**src/rtl/rx_os_counter_if.sv**
```systemverilog
// Ordered-set qualifier bundle: received-OS strobe and fields in, run count/done/captured fields out.
// Master is the LTSSM/decoder side; slave is the rx_os_counter.
interface rx_os_counter_if #(
  parameter int Width = 5
);
  logic             Enable;
  logic             Start;
  logic [1:0]       ExpectedType;
  logic             OsValid;
  logic [1:0]       OsType;
  logic [7:0]       OsLinkNum;
  logic [7:0]       OsLaneNum;
  logic [Width-1:0] Count;
  logic             Done;
  logic [7:0]       LinkNumOut;
  logic [7:0]       LaneNumOut;

  modport master (
    output Enable, Start, ExpectedType, OsValid, OsType, OsLinkNum, OsLaneNum,
    input  Count, Done, LinkNumOut, LaneNumOut
  );

  modport slave (
    input  Enable, Start, ExpectedType, OsValid, OsType, OsLinkNum, OsLaneNum,
    output Count, Done, LinkNumOut, LaneNumOut
  );
endinterface

```
**src/rtl/rx_os_counter.sv**
```systemverilog
// Counts consecutive TS1/TS2 ordered sets; Done one cycle after the REQ_COUNT-th, Start clears.
// Link/Lane consistency is enforced only when RX_OS_FIELD_CHECK_EN is defined.
module rx_os_counter #(
  parameter int Width     = 5,
  parameter int REQ_COUNT = 8
) (
  input  logic            Pclk,
  input  logic            Reset,
  rx_os_counter_if.slave  os
);
  typedef enum logic [1:0] {
    IDLE     = 2'd0,
    COUNTING = 2'd1,
    DONE     = 2'd2
  } state_e;

  localparam logic [Width-1:0] REQ   = Width'(REQ_COUNT);
  localparam logic [1:0]       OS_SKP = 2'b11;

  state_e           state_q, state_d;
  logic [Width-1:0] count_q, count_d;
  logic             done_q, done_d;
  logic [7:0]       link_q, link_d;
  logic [7:0]       lane_q, lane_d;

  logic             os_seen;
  logic             qual;
  logic             field_match;
  logic             break_run;
  logic [Width-1:0] count_inc;

  assign os_seen   = os.Enable && os.OsValid;
  assign qual      = os_seen && (os.OsType == os.ExpectedType);
  assign break_run = os_seen && !qual && (os.OsType != OS_SKP);
  assign count_inc = count_q + 1'b1;

`ifdef RX_OS_FIELD_CHECK_EN
  assign field_match = (os.OsLinkNum == link_q) && (os.OsLaneNum == lane_q);
`else
  assign field_match = 1'b1;
`endif

  always_comb begin
    state_d = state_q;
    count_d = count_q;
    done_d  = done_q;
    link_d  = link_q;
    lane_d  = lane_q;
    if (os.Start) begin
      state_d = IDLE;
      count_d = '0;
      done_d  = 1'b0;
      link_d  = '0;
      lane_d  = '0;
    end else begin
      unique case (state_q)
        IDLE: begin
          if (qual) begin
            link_d  = os.OsLinkNum;
            lane_d  = os.OsLaneNum;
            count_d = Width'(1);
            if (REQ == Width'(1)) begin
              done_d  = 1'b1;
              state_d = DONE;
            end else begin
              state_d = COUNTING;
            end
          end
        end
        COUNTING: begin
          if (qual && field_match) begin
            count_d = count_inc;
            if (count_inc == REQ) begin
              done_d  = 1'b1;
              state_d = DONE;
            end
          end else if (qual) begin
            // Inconsistent link/lane: this OS becomes the first of a new run
            link_d  = os.OsLinkNum;
            lane_d  = os.OsLaneNum;
            count_d = Width'(1);
          end else if (break_run) begin
            state_d = IDLE;
            count_d = '0;
            link_d  = '0;
            lane_d  = '0;
          end
        end
        DONE: begin
        end
        default: begin
          state_d = IDLE;
          count_d = '0;
          done_d  = 1'b0;
          link_d  = '0;
          lane_d  = '0;
        end
      endcase
    end
  end

  always_ff @(posedge Pclk or negedge Reset) begin
    if (!Reset) begin
      state_q <= IDLE;
      count_q <= '0;
      done_q  <= 1'b0;
      link_q  <= '0;
      lane_q  <= '0;
    end else begin
      state_q <= state_d;
      count_q <= count_d;
      done_q  <= done_d;
      link_q  <= link_d;
      lane_q  <= lane_d;
    end
  end

  assign os.Count      = count_q;
  assign os.Done       = done_q;
  assign os.LinkNumOut = link_q;
  assign os.LaneNumOut = lane_q;
endmodule

```
**src/flat_wrapper.sv**
```systemverilog
// flat-port wrapper written by rule: the top's interface ports become plain ports
module rx_os_counter_flat 
#(
  parameter int Width     = 5,
  parameter int REQ_COUNT = 8
)
  (Pclk, Reset, os_Enable, os_Start, os_ExpectedType, os_OsValid, os_OsType, os_OsLinkNum, os_OsLaneNum, os_Count, os_Done, os_LinkNumOut, os_LaneNumOut);
  rx_os_counter_if #(.Width(Width)) os_i ();
  input  logic Pclk;
  input  logic Reset;
  input wire logic [$bits(os_i.Enable)-1:0] os_Enable;
  input wire logic [$bits(os_i.Start)-1:0] os_Start;
  input wire logic [$bits(os_i.ExpectedType)-1:0] os_ExpectedType;
  input wire logic [$bits(os_i.OsValid)-1:0] os_OsValid;
  input wire logic [$bits(os_i.OsType)-1:0] os_OsType;
  input wire logic [$bits(os_i.OsLinkNum)-1:0] os_OsLinkNum;
  input wire logic [$bits(os_i.OsLaneNum)-1:0] os_OsLaneNum;
  output wire logic [$bits(os_i.Count)-1:0] os_Count;
  output wire logic [$bits(os_i.Done)-1:0] os_Done;
  output wire logic [$bits(os_i.LinkNumOut)-1:0] os_LinkNumOut;
  output wire logic [$bits(os_i.LaneNumOut)-1:0] os_LaneNumOut;
  assign os_i.Enable = os_Enable;
  assign os_i.Start = os_Start;
  assign os_i.ExpectedType = os_ExpectedType;
  assign os_i.OsValid = os_OsValid;
  assign os_i.OsType = os_OsType;
  assign os_i.OsLinkNum = os_OsLinkNum;
  assign os_i.OsLaneNum = os_OsLaneNum;
  assign os_Count = os_i.Count;
  assign os_Done = os_i.Done;
  assign os_LinkNumOut = os_i.LinkNumOut;
  assign os_LaneNumOut = os_i.LaneNumOut;
  rx_os_counter #(.Width(Width), .REQ_COUNT(REQ_COUNT)) u_core (.Pclk(Pclk), .Reset(Reset), .os(os_i));
endmodule
```
**config.mk**
```make
export PLATFORM = sky130hd
export DESIGN_NAME = rx_os_counter_flat
export DESIGN_NICKNAME = d
export VERILOG_FILES = /design/src/rtl/rx_os_counter_if.sv /design/src/rtl/rx_os_counter.sv /design/src/flat_wrapper.sv
export SDC_FILE = /design/constraint.sdc
export NUM_CORES = 1
export LEC_CHECK = 0
export CORE_MARGIN = 2
export CORE_UTILIZATION = 40
export CTS_CLUSTER_SIZE = 25
export DETAILED_ROUTE_END_ITERATION = 7
export PLACE_DENSITY = 0.75
export SETUP_SLACK_MARGIN = 0.2
export SLEW_MARGIN = 15
export SYNTH_ARGS = -nofsm -noshare
export SYNTH_HDL_FRONTEND = slang
export SYNTH_SLANG_ARGS = --single-unit
export TNS_END_PERCENT = 5
```
**constraint.sdc**
```tcl
create_clock -name Pclk -period 2.35 [get_ports Pclk]
set_input_delay 0.47 -clock Pclk [delete_from_list [all_inputs] [get_ports Pclk]]
set_output_delay 0.47 -clock Pclk [all_outputs]
set_load 0.005 [all_outputs]
```
==> impl_metrics.ini <==
[placed_design]
worst_slack_after_detailed_placement_ps = -145
dp.final_hpwl_mm = 2.13
buffer_ports.inserted = 46
finalWeightedCongestion = 0.832

[power_and_ir_drop]
p_sw_uw = 198
ir_worst_vdd_mv = 0.385
totalPowerFinal_uw = 873
p_leak_nw = 0.748
p_per_area_nw_per_um2 = 506
power_frac_clock = 0.345
logic_pwr_share = 0.154
cell_internal_pwr_uw = 676
switching_power_share_of_the_total = 0.227
seqPwrFrac = 0.501

[worst_setup_path]
startpoint = os_OsType[1]
worstReg2RegStart = u_core.state_q[0]
worstSetupPathType = input port to flip-flop
worst-endpoint-arrival_ps = 2290
crit_path_end_kind = flip-flop
cp_data_required_time_ps = 2590
reg2reg_setup_slack_ps = 570
crit_fanout = 4
critical_path.startpoint_type = input port

[finish]
layout_commonest_cell = sky130_fd_sc_hd__clkdlybuf4s50_1
finalNetCount = 179
post_route_cells_drive_above_1_share = 0.0921
area.growth.synth_to_final_pct = 51.1
antenna_cells = 0
mostFrequentLayoutCells = sky130_fd_sc_hd__clkdlybuf4s50_1 (46), sky130_fd_sc_hd__dfrtp_1 (24), sky130_fd_sc_hd__a22o_1 (16), sky130_fd_sc_hd__inv_1 (8), sky130_fd_sc_hd__nand3_1 (6)
n_fill_cell = 215

[floorplanning]
floorplan.initialDensity = 0.418
die_extent_in_x_um = 57.5
rows = 19
floorplan.core_area_um2 = 2730
die-area_um2 = 3300
floorplan.die.height_um = 57.5
boundaryPins = 47

[timing]
hold_slack_ps = 485
grt_setup_unrepaired = false
headroom_to_the_max_slew_limit = 0.581
final.min_clock_period_ps = 2050
finalClockSkew_ps = 2.82
final_hold_viol_count = 0
actual_slew_at_the_worst_max_slew_pin_ps = 629
report.final.setup_viol = 0
number_of_pins_exceeding_their_max_slew_limit_in_the_final_report = 0
timing.final.crit_share = 0.871
tns_ps = 0
achievable-frequency_mhz = 489
postLayoutSetupSlackWorst_ps = 303

[logic_synthesis]
part_of_the_yosys_area_used_for_sequential_elements = 0.525
post-synth-top-area-cell = sky130_fd_sc_hd__dfrtp_1
syn-num-nets = 127
register_bit_total_from_synthesis = 24
post_synth_instance_area_um2 = 1140
dominantRegCellSynth = sky130_fd_sc_hd__dfrtp_1
yosysUniqueCellTypes = 36
synth-warning-count = 0
synth_largest_type_area_fraction = 0.525
synth.area.top_cells = sky130_fd_sc_hd__dfrtp_1 (53%), sky130_fd_sc_hd__a22o_1 (12%), sky130_fd_sc_hd__nand3_1 (2.6%), sky130_fd_sc_hd__inv_1 (2.6%), sky130_fd_sc_hd__a2111oi_0 (1.5%)
postSynth.asyncResetShare = 1.00
synth_enable_flop_cells = 0
post_synth.cell_area_avg_um2 = 11.3
synthCells = 101

[global_route]
grt_busiest_layer = met2
met3_usage = 0.0295
grtUsageMet2 = 0.294
first_global_vias = 999
grt_max_degree = 25
grt_use_met1 = 0.232
grt-ovfl-total = 0
initial_antenna_violation_count = 0
grt_first_pass_wirelength_mm = 4.50
global_route.usage.total = 0.174

[clock_network]
max_root_sink_buffers = 2
cts.sinks = 24
ctsRootBufferMaster = sky130_fd_sc_hd__clkbuf_4
cts_tree = yes
post_cts.repair.setup_buffers = 0
cts_made_buffers = 3
cts.htree.levels = 1
path_clk_slew_ps = 130
clk_latency_ps = 320

[worst_hold_path]
min_path_type = input port to async pin

[routing]
drt.antenna.violating_nets = 0
drc = 0
avgViaCountPerCell = 5.64
drtPass1Iterations = 4
drtIter0Drc = 53
wl_per_cell_um = 15.3
final_routed_wirelength_mm = 2.80
total_via_count_after_detailed_routing = 1032

[run]
max-cap-violations = 0

[run_status]
outcome = complete, no violations
## per-layer routing
metal,share of wire,vias to the layer above
li1,-,485
met4,0.014,0
met5,0,-
met3,0.060,6
met1,0.41,488
met2,0.51,53
## worst max-delay path, cell delays in order
cell	delay, ps
sky130_fd_sc_hd__clkdlybuf4s50_1	540
sky130_fd_sc_hd__xor2_1	330
sky130_fd_sc_hd__o41ai_2	170
sky130_fd_sc_hd__or4_4	590
sky130_fd_sc_hd__o22ai_1	190
## sequential cells by signal (all words and copies together), names as in the netlist
register,cells
u_core.os.LinkNumOut,8
u_core.os.Done,1
u_core.os.Count,5
u_core.os.LaneNumOut,8
u_core.state_q,2
## path summary, 6_finish.rpt
path | endpoint | cells after the start
max | u_core.os.Count[4] | 5
min | u_core.os.Done | 2
max reg2reg | u_core.os.LaneNumOut[3] | 3
min reg2reg | u_core.os.Done | 1
max in group asynchronous | u_core.os.Count[2] | 2
min in group Pclk | u_core.os.Done | 1
## cells by family (layout without fill, tap and decap cells)
group	count (synthesis)	after routing	synth area share
xor+xnor	4	4	0.0306
fa+ha+maj	1	1	0.0109
mux	1	1	0.00875
flops	24	24	0.525
simple gates	27	27	0.133
compound gates	33	33	0.246
buf+inv	11	62	0.0448
## timing repair
action | 4_1_cts | 5_1_grt
hold buffers | 0 | 0
endpoints found under the setup margin | 0 | 16
gates resized for setup | 0 | 1
endpoints found under the hold margin | 0 | 0
## stage by stage
stage | instance area [um2] | util | instances
after floorplan | 1140 | - | 101
after global placement | 1660 | 0.609 | 179
after detailed placement | 1660 | 0.609 | 179
after CTS | 1720 | 0.628 | 183
after global routing | 1730 | 0.632 | 183
final | 1730 | 0.632 | 183
## cells in the mapped netlist (2+ instances only)
| library cell | n |
|---|---|
| sky130_fd_sc_hd__nand3_1 | 6 |
| sky130_fd_sc_hd__nand2b_1 | 2 |
| sky130_fd_sc_hd__and3_1 | 2 |
| sky130_fd_sc_hd__xnor2_1 | 2 |
| sky130_fd_sc_hd__xor2_1 | 2 |
| sky130_fd_sc_hd__o21ai_1 | 2 |
| sky130_fd_sc_hd__dfrtp_1 | 24 |
| sky130_fd_sc_hd__inv_1 | 8 |
| sky130_fd_sc_hd__nor2_1 | 4 |
| sky130_fd_sc_hd__o22ai_1 | 2 |
| sky130_fd_sc_hd__a22o_1 | 16 |
| sky130_fd_sc_hd__o31ai_1 | 2 |
| sky130_fd_sc_hd__nor3_1 | 2 |
| sky130_fd_sc_hd__a2111oi_0 | 2 |
| sky130_fd_sc_hd__nand2_1 | 3 |
| sky130_fd_sc_hd__a211oi_1 | 2 |
## final cells by class
class	instances	area [um2]	share of cell area
Clock buffer	3	22.5	0.0130
Clock inverter	1	30.0	0.0174
Inverter	8	30.0	0.0174
Multi-Input combinational cell	66	503	0.291
Sequential cell	24	601	0.348
Tap cell	31	38.8	0.0224
Timing Repair Buffer	50	503	0.291
## power groups by stage
stage                     Clock (mW)  Sequential [mW]  Combinational [mW]
after floorplan                    0            0.443              0.0466
after global placement             0            0.445               0.128
after detailed placement           0            0.445               0.133
after CTS                      0.308            0.438               0.133
after global routing           0.328            0.440               0.145
final                          0.301            0.438               0.135
Note: power is estimated with default switching activity, not from simulation.
